**src/rtl/irda_wb_pkg.sv**
```systemverilog
// Shared types and constants for the IrDA Wishbone mode router.
// Holds the router FSM encoding, the protocol-engine mode numbers and the default bus widths.
package irda_wb_pkg;

  typedef enum logic [1:0] {
    ST_IDLE   = 2'd0,
    ST_ACTIVE = 2'd1,
    ST_ABORT  = 2'd2
  } wb_state_e;

  localparam int MODE_SIR = 0;
  localparam int MODE_MIR = 1;
  localparam int MODE_FIR = 2;

  localparam int DEFAULT_DW = 32;
  localparam int DEFAULT_AW = 4;

endpackage

```
**src/rtl/irda_wb_timeout.sv**
```systemverilog
// Bus-cycle timeout counter with a one-cycle expiry pulse.
// The whole module exists only when IRDA_WB_ROUTER_TIMEOUT_EN is defined.
`ifdef IRDA_WB_ROUTER_TIMEOUT_EN
module irda_wb_timeout #(
  parameter int LIMIT = 16
) (
  input  logic clk,
  input  logic rst,
  input  logic clr,
  input  logic en,
  output logic expire
);

  localparam int CNTW = (LIMIT > 2) ? $clog2(LIMIT) : 1;

  logic [CNTW-1:0] count_r;

  // Count enabled cycles; clear has priority so a finished cycle restarts at zero.
  always_ff @(posedge clk) begin
    if (rst) begin
      count_r <= {CNTW{1'b0}};
    end else if (clr) begin
      count_r <= {CNTW{1'b0}};
    end else if (en) begin
      count_r <= count_r + {{(CNTW-1){1'b0}}, 1'b1};
    end else begin
      count_r <= count_r;
    end
  end

  assign expire = en & ~clr & (count_r == CNTW'(LIMIT - 1));

endmodule
`endif

```
**src/rtl/irda_wb_mode_router.sv**
```systemverilog
// Wishbone slave fan-out to NCH IrDA protocol engines, with a mode register that moves only between cycles.
// Optional bus-timeout abort is built when IRDA_WB_ROUTER_TIMEOUT_EN is defined.
module irda_wb_mode_router
  import irda_wb_pkg::*;
#(
  parameter int             NCH        = 2,
  parameter int             DW         = DEFAULT_DW,
  parameter int             AW         = DEFAULT_AW,
  parameter logic [NCH-1:0] WP_MASK    = {1'b1, {(NCH-1){1'b0}}},
  parameter int             TIMEOUT    = 16,
  parameter int             RESET_MODE = MODE_SIR,
  localparam int            CW         = $clog2(NCH)
) (
  input  logic              wb_clk_i,
  input  logic              wb_rst_i,
  input  logic [CW-1:0]     mode_sel_i,
  input  logic              wb_cyc_i,
  input  logic              wb_stb_i,
  input  logic              wb_we_i,
  input  logic [DW-1:0]     wb_dat_i,
  input  logic [AW-1:0]     wb_adr_i,
  output logic              wb_ack_o,
  output logic              wb_err_o,
  output logic [DW-1:0]     wb_dat_o,
  output logic [NCH-1:0]    s_cyc_o,
  output logic [NCH-1:0]    s_stb_o,
  output logic [NCH-1:0]    s_we_o,
  output logic [NCH*DW-1:0] s_dat_o,
  output logic [NCH*AW-1:0] s_adr_o,
  input  logic [NCH-1:0]    s_ack_i,
  input  logic [NCH*DW-1:0] s_dat_i,
  output logic [CW-1:0]     mode_o,
  output logic              busy_o
);

  wb_state_e     state_r, state_nxt_s;
  logic [CW-1:0] mode_r;
  logic          ack_sel_s;
  logic [DW-1:0] dat_sel_s;
  logic          abort_s;
  logic          ack_s;
  logic          expire_s;
  logic          mode_legal_s;

  assign abort_s      = (state_r == ST_ABORT);
  assign mode_legal_s = ({1'b0, mode_sel_i} < (CW+1)'(NCH));

  // Mode register: only sampled while idle with no cycle open.
  always_ff @(posedge wb_clk_i) begin
    if (wb_rst_i) begin
      mode_r <= CW'(RESET_MODE);
    end else if ((state_r == ST_IDLE) && !wb_cyc_i && mode_legal_s) begin
      mode_r <= mode_sel_i;
    end else begin
      mode_r <= mode_r;
    end
  end

  // Fan the master out to the selected channel and pick its reply.
  always_comb begin
    s_cyc_o   = {NCH{1'b0}};
    s_stb_o   = {NCH{1'b0}};
    s_we_o    = {NCH{1'b0}};
    s_dat_o   = {(NCH*DW){1'b0}};
    s_adr_o   = {(NCH*AW){1'b0}};
    ack_sel_s = 1'b0;
    dat_sel_s = {DW{1'b0}};
    for (int c = 0; c < NCH; c++) begin
      if (mode_r == CW'(c)) begin
        s_cyc_o[c]           = wb_cyc_i & ~abort_s;
        s_stb_o[c]           = wb_stb_i & ~abort_s;
        s_we_o[c]            = wb_we_i & ~(WP_MASK[c] & wb_adr_i[AW-1]);
        s_dat_o[c*DW +: DW]  = wb_dat_i;
        s_adr_o[c*AW +: AW]  = wb_adr_i;
        ack_sel_s            = s_ack_i[c];
        dat_sel_s            = s_dat_i[c*DW +: DW];
      end else begin
        s_cyc_o[c]           = 1'b0;
        s_stb_o[c]           = 1'b0;
        s_we_o[c]            = 1'b0;
        s_dat_o[c*DW +: DW]  = {DW{1'b0}};
        s_adr_o[c*AW +: AW]  = {AW{1'b0}};
      end
    end
  end

  // Late slave acks during an abort must never reach the master.
  assign ack_s = ack_sel_s & wb_cyc_i & wb_stb_i & ~abort_s;

`ifdef IRDA_WB_ROUTER_TIMEOUT_EN
  irda_wb_timeout #(
    .LIMIT (TIMEOUT)
  ) u_timeout (
    .clk    (wb_clk_i),
    .rst    (wb_rst_i),
    .clr    ((state_r != ST_ACTIVE) | ack_s),
    .en     (state_r == ST_ACTIVE),
    .expire (expire_s)
  );
`else
  assign expire_s = 1'b0;
`endif

  // FSM state register.
  always_ff @(posedge wb_clk_i) begin
    if (wb_rst_i) begin
      state_r <= ST_IDLE;
    end else begin
      state_r <= state_nxt_s;
    end
  end

  // Next-state logic: an ack always wins over a same-cycle timeout.
  always_comb begin
    state_nxt_s = state_r;
    case (state_r)
      ST_IDLE: begin
        if (wb_cyc_i && wb_stb_i && !ack_s) begin
          state_nxt_s = ST_ACTIVE;
        end else begin
          state_nxt_s = ST_IDLE;
        end
      end
      ST_ACTIVE: begin
        if (ack_s || !wb_cyc_i) begin
          state_nxt_s = ST_IDLE;
        end else if (expire_s) begin
          state_nxt_s = ST_ABORT;
        end else begin
          state_nxt_s = ST_ACTIVE;
        end
      end
      ST_ABORT: begin
        if (!wb_cyc_i) begin
          state_nxt_s = ST_IDLE;
        end else begin
          state_nxt_s = ST_ABORT;
        end
      end
      default: state_nxt_s = ST_IDLE;
    endcase
  end

  assign wb_ack_o = ack_s;
  assign wb_dat_o = dat_sel_s;
  assign wb_err_o = expire_s & ~ack_s;
  assign mode_o   = mode_r;
  assign busy_o   = (state_r != ST_IDLE);

endmodule

```
**config.mk**
```make
export PLATFORM = sky130hd
export DESIGN_NAME = irda_wb_mode_router
export DESIGN_NICKNAME = d
export VERILOG_FILES = /design/src/rtl/irda_wb_pkg.sv /design/src/rtl/irda_wb_timeout.sv /design/src/rtl/irda_wb_mode_router.sv
export SDC_FILE = /design/constraint.sdc
export NUM_CORES = 1
export LEC_CHECK = 0
export CAP_MARGIN = 30
export CELL_PAD_IN_SITES_DETAIL_PLACEMENT = 2
export CELL_PAD_IN_SITES_GLOBAL_PLACEMENT = 2
export CORE_AREA = 4 4 105 117
export DETAILED_ROUTE_END_ITERATION = 6
export DIE_AREA = 0 0 109 121
export GPL_TIMING_DRIVEN = 1
export PLACE_DENSITY = 0.95
export SKIP_CTS_REPAIR_TIMING = 1
export SLEW_MARGIN = 10
export SYNTH_ARGS = -nofsm -noshare
export SYNTH_HDL_FRONTEND = slang
export SYNTH_SLANG_ARGS = --single-unit
```
**constraint.sdc**
```tcl
create_clock -name wb_clk_i -period 1.2 [get_ports wb_clk_i]
set_input_delay 0.3 -clock wb_clk_i [delete_from_list [all_inputs] [get_ports wb_clk_i]]
set_output_delay 0.3 -clock wb_clk_i [all_outputs]
set_load 0.02 [all_outputs]
```
Word level (Yosys, flattened, before mapping). Index checks and enable logic that the tools add are counted.

Register bits after elaboration: 3. Bits in latches: 0. RAM bits: 0. Bits in read-only memories: 0. Output and inout port bits: 114. Word-level logic and storage cells: 36. Memories: 0.

$add $sub $neg: 0. $mul: 0. Divide/modulo/power cells: 0. Magnitude comparators: 0. Equality and inequality tests: 2. Shift-type cells: 0. Mux-type cells: 16. Bitwise gates (word level): 8. Reduce and logical (&&, ||, !) cells: 8.

Operators with widths (count): two-way mux 32 bit (3); two-way mux 1 bit (9); two-way mux 4 bit (2); bitwise AND 1 bit (6); case mux 2 bit (3 select lines) (1); logical AND 1 bit (3); equality test 2 x 1 -> 1 bit, second input constant (1); equality test 2 bit, second input constant (1); logical NOT 1 bit (2); logical NOT 2 bit (1); two-way mux 2 bit (1); NOT 1 bit (2); nonzero test 2 bit (1); logical OR 1 bit (1).

Logic depth before layout (Yosys ltp). Gate-level depths: netlist of run 1.

Word-level depth: 8. Gate-level depth with buffers: 4. Mapped depth without buffers: 2.

Worst setup path after synthesis of run 1. Ideal clock, no wire load.

Kind: reg2out. Start point: register mode_r (netlist: mode_o). End point: output s_stb_o[0]. Arrival time: 1.288 ns. Setup slack: -0.388 ns. Stages on the path, launching flop included: 4. Path buffers: 2. Path through: dfxtp_1 buf_4 clkbuf_1 nor3b_1.

Longest elaborated chain between the ends: 1.

RTL lines: from (decl) (RTL line irda_wb_mode_router.sv:37) `logic [CW-1:0] mode_r;`; from (signal assigned) (RTL line irda_wb_mode_router.sv:51) `mode_r <= CW'(RESET_MODE);`; from (signal assigned) (RTL line irda_wb_mode_router.sv:53) `mode_r <= mode_sel_i;`; from (signal assigned) (RTL line irda_wb_mode_router.sv:55) `mode_r <= mode_r;`; two-way mux 1 bit (RTL line irda_wb_mode_router.sv:69) `if (mode_r == CW'(c)) begin`; to (decl) (RTL line irda_wb_mode_router.sv:26) `output logic [NCH-1:0] s_stb_o,`.

No other way between the ends.

Worst setup path after layout of run 1.
Start point: register mode_r (netlist: mode_o). End point: output wb_dat_o[26].

Longest elaborated chain between the ends: 1.

RTL lines: two-way mux 32 bit (RTL line irda_wb_mode_router.sv:69); to (decl) (RTL line irda_wb_mode_router.sv:24) `output logic [DW-1:0] wb_dat_o,`.

No other way between the ends.

==> results.json, run 1 <==
{
  "fin_nets": 500,
  "dpl-instance-area_um2": 3720,
  "wl_per_cell_um": 21.3,
  "syn_avg_cell_area_um2": 7.80,
  "start_util_pct": 9.72,
  "fin_area_um2": 4470,
  "min_period_over_period_pct": 141,
  "num_vias": 2130,
  "cts_buffer_depth": 2,
  "dp_slack_ns": -0.822,
  "p_seq_share_pct": 4.2,
  "slew_violations": 0,
  "syn_nets": 248,
  "grt_pass1_wl_um": 13200,
  "synth_cell_types": 23,
  "place_congestion": 0.745,
  "pin_count": 222,
  "port_buffers": 220,
  "drtIter0Drc": 22,
  "p_per_area_nw_per_um2": 578,
  "die_y_um": 121,
  "syn_area_um2": 1090,
  "cap_violations": 0,
  "routed_wl_um": 11500,
  "grt_overflow": 0,
  "timing.fmax_mhz": 590,
  "die_area_um2": 13200,
  "synth-simple-area-share_pct": 51.0,
  "crit_path_end_kind": "output port",
  "p_switching_uw": 898,
  "clkLatencyLatePin_ns": 0.23,
  "design.core.area_um2": 11200,
  "cts_tree": "built",
  "synth_compound_area_share_pct": 1.72,
  "drive_gt1_share_pct": 68.8,
  "path_class": "flip-flop to output port",
  "cts_sinks": 3,
  "power_frac_clock_pct": 21.1,
  "ant_nets": 0,
  "ys_seq_elements": 3,
  "numCtsBuffers": 3,
  "status": "complete, but fails checks",
  "hpwl_um": 8210,
  "failed_checks": "negative setup slack",
  "worst_ir_drop_vdd_v": 0.000452,
  "yosys-mux-area-fraction_pct": 34.0,
  "combPwrFrac_pct": 74.7,
  "grt_pass1_vias": 2220,
  "worstPathMaxFanout": 8,
  "finalSetupViolations": 113,
  "final.setup.tns_ns": -39.58,
  "clk_pin_slew_ns": 0.03,
  "fp-row-count": 41,
  "area_delta_synth_final_pct": 309,
  "layout_min_cycle_time_ns": 1.69,
  "arrival_ns": 1.39,
  "final_util_pct": 39.8,
  "ys_warn_count": 0,
  "p_sw_share_pct": 34.8,
  "synth_top_family_by_area": "simple AND/OR/NAND/NOR gates",
  "fin_skew_ns": 0.000687,
  "antenna_found_initial": 0,
  "required_ns": 0.90,
  "cts_root_buf": "clkbuf_16",
  "fin_ws_ns": -0.494,
  "hold_class": "primary input to flip-flop",
  "nFillCells": 1158,
  "grt_max_degree": 40,
  "p_leak_nw": 2.12,
  "grt_use_total_pct": 13.1,
  "first_pass_iters": 2,
  "antenna_cells": 0,
  "synthAdderAreaFrac_pct": 0,
  "fin_cells": 541,
  "synth_xor_area_share_pct": 0,
  "cp-start-kind": "flip-flop",
  "die_w_um": 109,
  "hold_viol": 0,
  "yosysSeqAreaShare_pct": 5.50,
  "htreeDepth": 1,
  "syn_inst": 140,
  "avgViaCountPerCell": 3.94,
  "rsz0062_at_grt": "yes",
  "drcViolationCount": 0,
  "place_inst": 508,
  "internal_power_mw": 1.68
}
flip-flops by register name, summed over array words and instances (netlist names):
signal	count
mode_o	1
state_r	2
synthesized netlist by cell type, drive strengths merged:
cell type / instances / area share (%)
o31ai: 1 / 0.69
and4: 1 / 0.80
nand4bb: 2 / 2.1
mux2: 33 / 34
or2b: 1 / 0.69
buf: 8 / 5.3
clkbuf: 5 / 1.8
inv: 1 / 0.34
or2: 1 / 0.57
dfxtp: 3 / 5.5
nor3b: 1 / 0.69
conb: 1 / 0.34
o22ai: 1 / 0.57
a21oi: 1 / 0.46
or4b: 1 / 0.92
and3b: 1 / 0.80
nor2b: 38 / 22
and3: 2 / 1.1
and2: 36 / 21
nor3: 2 / 0.92
per-layer routing:
metal | vias up | routed length [µm] | part of all wire (%) | track usage [%]
met5 | - | 0 | 0 | 0
met4 | 0 | 195 | 1.7 | 2.21
met3 | 12 | 1300 | 11 | 6.39
met2 | 130 | 6650 | 58 | 27.4
met1 | 1024 | 3360 | 29 | 10.7
li1 | 964 | - | - | -
layout by cell type, fill, tap and decap left out:
cell type,n
buf_12,5
nor2b_2,4
nor3_4,1
dfxtp_2,1
buf_6,95
o31ai_1,1
clkdlybuf4s50_1,104
buf_2,7
buf_8,1
o22ai_1,1
and3b_2,1
dfxtp_4,2
or2_4,1
buf_4,32
or2b_1,1
a21oi_2,1
clkbuf_1,1
clkbuf_2,7
inv_1,1
and3_4,2
nor2b_4,28
and2_4,26
nor3b_4,1
conb_1,1
nand4bb_1,2
clkbuf_16,9
dlymetal6s2s_1,3
and2_2,10
and4_4,1
or4b_4,1
nor2b_1,6
mux2_4,29
mux2_2,4
nor3_1,1
final timing paths:
| path | start | endpoint | slack (ns) | cells after the start |
|---|---|---|---|---|
| worst min-delay path | s_ack_i[1] | state_r[0]$_SDFF_PP0_ | 0.45 | 3 |
| worst max register to register | state_r[0]$_SDFF_PP0_ | mode_o$_SDFFE_PP0P_ | 0.03 | 3 |
| worst min register to register | state_r[1]$_SDFF_PP0_ | mode_o$_SDFFE_PP0P_ | 0.64 | 3 |
| worst max-delay path | mode_o$_SDFFE_PP0P_ | wb_dat_o[26] | -0.49 | 4 |
logic make-up after synthesis:
| group | after synthesis |
|---|---|
| flops | 3 |
| buf+inv | 14 |
| simple gates | 86 |
| other cells | 1 |
| compound gates | 3 |
| mux | 33 |
stage by stage:
stage          power [mW]  hold WS [ns]
6_report             2.58         0.448
5_1_grt              2.68         0.472
4_1_cts              2.26         0.660
3_5_place_dp         1.70         0.655
3_3_place_gp         1.66         0.633
2_1_floorplan       0.795         0.359
cell type report:
class,instances,area [µm²],area share [%]
Timing Repair Buffer,260,2720,61.0
Multi-Input combinational cell,123,1400,31.4
Tap cell,150,188,4.20
Clock buffer,4,78.8,1.76
Sequential cell,3,68.8,1.54
Inverter,1,3.75,0.0840
power by group through the flow:
stage | clock [mW] | combinational (mW) | sequential (mW)
2_1_floorplan | 0 | 0.684 | 0.110
3_3_place_gp | 0 | 1.54 | 0.114
3_5_place_dp | 0 | 1.59 | 0.114
4_1_cts | 0.551 | 1.60 | 0.113
5_1_grt | 0.557 | 2.02 | 0.110
6_report | 0.543 | 1.93 | 0.109
worst max-delay path: stages, from the launching register on:
cell and delay [ns]:
dfxtp_4 0.39, buf_8 0.15, clkbuf_16 0.16, mux2_4 0.31, buf_6 0.14
Note: power is estimated with default switching activity, not from simulation.
==> run 2: changes to the inputs <==
CORE_AREA = 4 4 84 86   (was 4 4 105 117)
CTS_CLUSTER_DIAMETER = 30   (was default)
DIE_AREA = 0 0 88 90   (was 0 0 109 121)
DONT_BUFFER_PORTS = 1   (was default)
PLACE_DENSITY = 0.71   (was 0.95)
==> run 2 against run 1 <==
- the run still ends with negative setup slack left
- count of clock-buffer cells in the layout unchanged
- sequential share of layout area grew 1.8 points
- worst hold slack worse by 0.32 ns
- cell area is 56% lower
- critical path depth shrank 1
==> results.json, run 2 (synthesis results as in run 1) <==
{
  "grt_use_total_pct": 10.8,
  "routed_wl_um": 5830,
  "cts_sinks": 3,
  "cts_root_buf": "clkbuf_8",
  "final_common_cell": "and2_4",
  "design.core.area_um2": 6280,
  "die_w_um": 88,
  "arrival_ns": 1.26,
  "die_y_um": 90,
  "avgViaCountPerCell": 4.82,
  "seq_area_um2": 66.3,
  "hold_class": "primary input to flip-flop",
  "antenna_found_initial": 0,
  "finalSetupViolations": 112,
  "cp-start-kind": "flip-flop",
  "hold_viol": 0,
  "worstPathMaxFanout": 6,
  "worstReg2RegStart": "state_r[1]$_SDFF_PP0_",
  "min-delay-start": "wb_rst_i",
  "multi_input_comb_area_um2": 1310,
  "htreeDepth": 1,
  "fin_skew_ns": 0.00734,
  "largest_reg_flops": 2,
  "hold_end": "mode_o$_SDFFE_PP0P_",
  "wl_per_cell_um": 23.7,
  "cts_tree": "built",
  "min_period_over_period_pct": 130,
  "path_class": "flip-flop to output port",
  "crit_path_end_kind": "output port",
  "r2r-end": "mode_o$_SDFFE_PP0P_",
  "regMostFlops": "state_r",
  "grt_max_degree": 58,
  "drive_gt1_share_pct": 85.2,
  "grt_overflow": 0,
  "clkLatencyLatePin_ns": 0.23,
  "antenna_cells": 0,
  "required_ns": 0.90,
  "status": "complete, but fails checks",
  "failed_checks": "negative setup slack",
  "place_congestion": 0.670,
  "pin_count": 222,
  "port_buffers": 0,
  "grt_pass1_vias": 1111,
  "area_delta_synth_final_pct": 79.8,
  "holdPathStages": 1,
  "final.setup.tns_ns": -28.87,
  "fp-row-count": 29,
  "start_util_pct": 17.4,
  "rsz0062_at_grt": "yes",
  "worst_ir_drop_vdd_v": 0.000583,
  "drtIter0Drc": 27,
  "regToRegSetupSlack_ns": 0.03,
  "numCtsBuffers": 3,
  "layout_min_cycle_time_ns": 1.56,
  "fin_ws_ns": -0.362,
  "final_cell_mix": "34 x and2_4, 23 x mux2_4, 21 x buf_4",
  "first_pass_iters": 4,
  "timing.fmax_mhz": 640,
  "drcViolationCount": 0,
  "slew_violations": 0,
  "cap_violations": 0,
  "clk_pin_slew_ns": 0.04,
  "cts_buffer_depth": 2,
  "num_vias": 1185,
  "rr_worst_depth": 3,
  "grt_pass1_wl_um": 6760,
  "p_per_area_nw_per_um2": 711,
  "hpwl_um": 4490,
  "fin_nets": 278,
  "nFillCells": 695,
  "ant_nets": 0,
  "die_area_um2": 7920,
  "p_leak_nw": 0.907,
  "p_total_mw": 1.40
}
==> run 2: final cells by class <==
class | count | area share (%)
flip-flops and latches | 3 | 3.38
repair buffers | 38 | 22.4
inverters | 1 | 0.191
multi-input cells | 123 | 66.8
well taps | 77 | 4.90
clock buffers | 4 | 2.29
==> run 2: where the power goes <==
| group | internal [mW] | switching (mW) |
|---|---|---|
| combinational | 0.439 | 0.533 |
| clock | 0.228 | 0.0836 |
| sequential | 0.103 | 0.00882 |
==> run 2: through the flow <==
step	worst slack, ns	area, µm²	hold WS, ns	utilization [%]	instances
6_report	-0.362	1960	0.127	31.3	246
5_1_grt	-0.396	1960	0.128	31.3	246
4_1_cts	-0.388	1620	0.138	25.8	238
3_5_place_dp	-0.143	1580	0.377	25.1	234
3_3_place_gp	-0.122	1580	0.367	25.1	234
2_1_floorplan	-0.107	1330	0.359	-	140
==> run 2: critical path, cell delays in order (launching register included) <==
cell and delay (ns):
dfxtp_4 0.42, buf_6 0.13, mux2_4 0.30, and4_4 0.20
==> run 2: metal layers <==
layer | wire length [µm] | vias up | share of wire [%] | GRT usage [%]
met1 | 1700 | 557 | 29 | 8.52
met5 | 0 | - | 0 | 0
met3 | 692 | 6 | 12 | 3.75
met4 | 59 | 0 | 1.0 | 3.32
met2 | 3380 | 108 | 58 | 22.9
li1 | - | 514 | - | -
==> run 2: worst max path at each step <==
| stage | startpoint | to |
|---|---|---|
| final | mode_o$_SDFFE_PP0P_ | wb_ack_o |
| after global routing | mode_o$_SDFFE_PP0P_ | wb_dat_o[1] |
| after CTS | mode_o$_SDFFE_PP0P_ | wb_dat_o[11] |
| after detailed placement | mode_o$_SDFFE_PP0P_ | wb_dat_o[24] |
| after global placement | mode_o$_SDFFE_PP0P_ | wb_dat_o[24] |
| after floorplan | mode_o$_SDFFE_PP0P_ | wb_dat_o[10] |
==> run 3: changes to the inputs <==
PLACE_DENSITY = 0.7   (was 0.71)
==> run 3 against run 2 <==
- clock power fell by 3%
- clock skew fell by 0.0053 ns
- count of clock-buffer cells in the layout did not move
- critical path depth fell by 1
- the run still ends with negative setup slack left
- sequential share of layout area barely moved
- register-to-register slack improved by 0.02 ns
- first-iteration DRC count rose by 15%
- combinational power rose by 4%
- maximum frequency rose by 1.5%
- wire length rose by 11%
- core utilization rose by 0.72 points
- non-clock buffer count fell by 1
==> results.json, run 3 (synthesis results as in run 1) <==
{
  "num_vias": 1214,
  "internal_power_uw": 783,
  "hpwl_um": 4950,
  "worstPathMaxFanout": 23,
  "fin_ws_ns": -0.339,
  "min-delay-start": "wb_rst_i",
  "worst_ir_drop_vdd_v": 0.000529,
  "ant_nets": 0,
  "fin_skew_ns": 0.00204,
  "critical_path_buf_inv_count": 1,
  "clk_pin_slew_ns": 0.03,
  "p_leak_nw": 0.943,
  "fin_area_um2": 2010,
  "clkLatencyLatePin_ns": 0.22,
  "p_per_area_nw_per_um2": 706,
  "critical-path-slowest-cell": "dfxtp_4",
  "die_w_um": 88,
  "port_buffers": 0,
  "area_delta_synth_final_pct": 84.0,
  "layout_min_cycle_time_ns": 1.54,
  "first_pass_iters": 2,
  "grt_use_total_pct": 12.4,
  "rr_worst_depth": 3,
  "cts_root_buf": "clkbuf_8",
  "grt_pass1_vias": 1244,
  "combPwrFrac_pct": 70.9,
  "grt_max_degree": 46,
  "p_seq_share_pct": 7.8,
  "failed_checks": "negative setup slack",
  "required_ns": 0.90,
  "grt_pass1_wl_um": 7760,
  "pin_count": 222,
  "final_common_cell": "and2_4",
  "hold_class": "primary input to flip-flop",
  "numCtsBuffers": 3,
  "die_area_um2": 7920,
  "min_period_over_period_pct": 128,
  "regToRegSetupSlack_ns": 0.05,
  "design.core.area_um2": 6280,
  "place_congestion": 0.682,
  "crit_path_end_kind": "output port",
  "antenna_cells": 0,
  "hold_end": "mode_o$_SDFFE_PP0P_",
  "cts_sinks": 3,
  "worstReg2RegStart": "state_r[1]$_SDFF_PP0_",
  "antenna_found_initial": 0,
  "p_total_mw": 1.42,
  "finalSetupViolations": 112,
  "largest_reg_flops": 2,
  "start_util_pct": 17.4,
  "p_switching_uw": 636,
  "final.setup.tns_ns": -28.20,
  "power_frac_clock_pct": 21.2,
  "dpl-instance-area_um2": 1590,
  "arrival_ns": 1.24,
  "routed_wl_um": 6480,
  "wl_per_cell_um": 26.5,
  "drtIter0Drc": 31,
  "rsz0062_at_grt": "yes",
  "path_cells": "buf_16 -> mux2_2",
  "cts_buffer_depth": 2,
  "max_stage_delay_ns": 0.41,
  "holdPathStages": 1,
  "hold_viol": 0,
  "p_sw_share_pct": 44.8,
  "final_cell_mix": "31 x and2_4, 26 x nor2b_4, 23 x mux2_4",
  "drive_gt1_share_pct": 88.7,
  "path_class": "flip-flop to output port",
  "htreeDepth": 1,
  "fin_nets": 277,
  "status": "complete, but fails checks",
  "avgViaCountPerCell": 4.96,
  "cap_violations": 0,
  "grt_overflow": 0,
  "r2r-end": "mode_o$_SDFFE_PP0P_",
  "nFillCells": 682,
  "regMostFlops": "state_r",
  "slew_violations": 0,
  "cp-start-kind": "flip-flop",
  "place_inst": 234,
  "cts_tree": "built",
  "timing.fmax_mhz": 650,
  "fin_cells": 245,
  "cp_top_family": "flip-flops",
  "die_y_um": 90,
  "drcViolationCount": 0,
  "fp-row-count": 29
}
## run 3: layout make-up
cell class	count	area, µm²	area share (%)
Multi-Input combinational cell	123	1370	68.1
Timing Repair Buffer	37	427	21.2
Tap cell	77	96.3	4.79
Sequential cell	3	68.8	3.42
Clock buffer	4	45.0	2.24
Inverter	1	3.75	0.187
## run 3: per-layer routing
metal,vias to the layer above,wire length (µm),track usage (%)
li1,517,-,-
met1,584,1770,10.1
met2,104,3880,26.6
met3,9,760,4.30
met4,0,65,2.43
met5,-,0,0
## run 3: power by group through the flow
stage / sequential, mW / clock, mW / combinational, mW
detailed placement: 0.111 / 0 / 0.841
CTS: 0.110 / 0.307 / 0.843
finish: 0.111 / 0.302 / 1.01
global route: 0.112 / 0.318 / 1.05
floorplan: 0.110 / 0 / 0.684
global placement: 0.111 / 0 / 0.825
## run 3: worst max-delay path by stage
stage / start / end / slack, ns / cells past startpoint
floorplan: mode_o$_SDFFE_PP0P_ / wb_dat_o[10] / -0.11 / 3
global placement: mode_o$_SDFFE_PP0P_ / wb_dat_o[29] / -0.13 / 2
detailed placement: mode_o$_SDFFE_PP0P_ / wb_dat_o[26] / -0.15 / 2
CTS: mode_o$_SDFFE_PP0P_ / wb_dat_o[26] / -0.38 / 2
global route: mode_o$_SDFFE_PP0P_ / wb_dat_o[0] / -0.37 / 2
finish: mode_o$_SDFFE_PP0P_ / wb_dat_o[5] / -0.34 / 2
## run 3: worst register-to-register path, cell delays in order (launching register included)
cell and delay, ns:
dfxtp_2 0.32, buf_4 0.15, or4b_4 0.48, a21oi_2 0.14
## run 3: stage by stage
stage | worst slack (ns) | hold WS, ns | utilization [%]
finish | -0.339 | 0.130 | 32.0
global route | -0.370 | 0.127 | 32.0
CTS | -0.384 | 0.136 | 26.0
detailed placement | -0.149 | 0.367 | 25.3
global placement | -0.127 | 0.366 | 25.3
floorplan | -0.107 | 0.359 | -
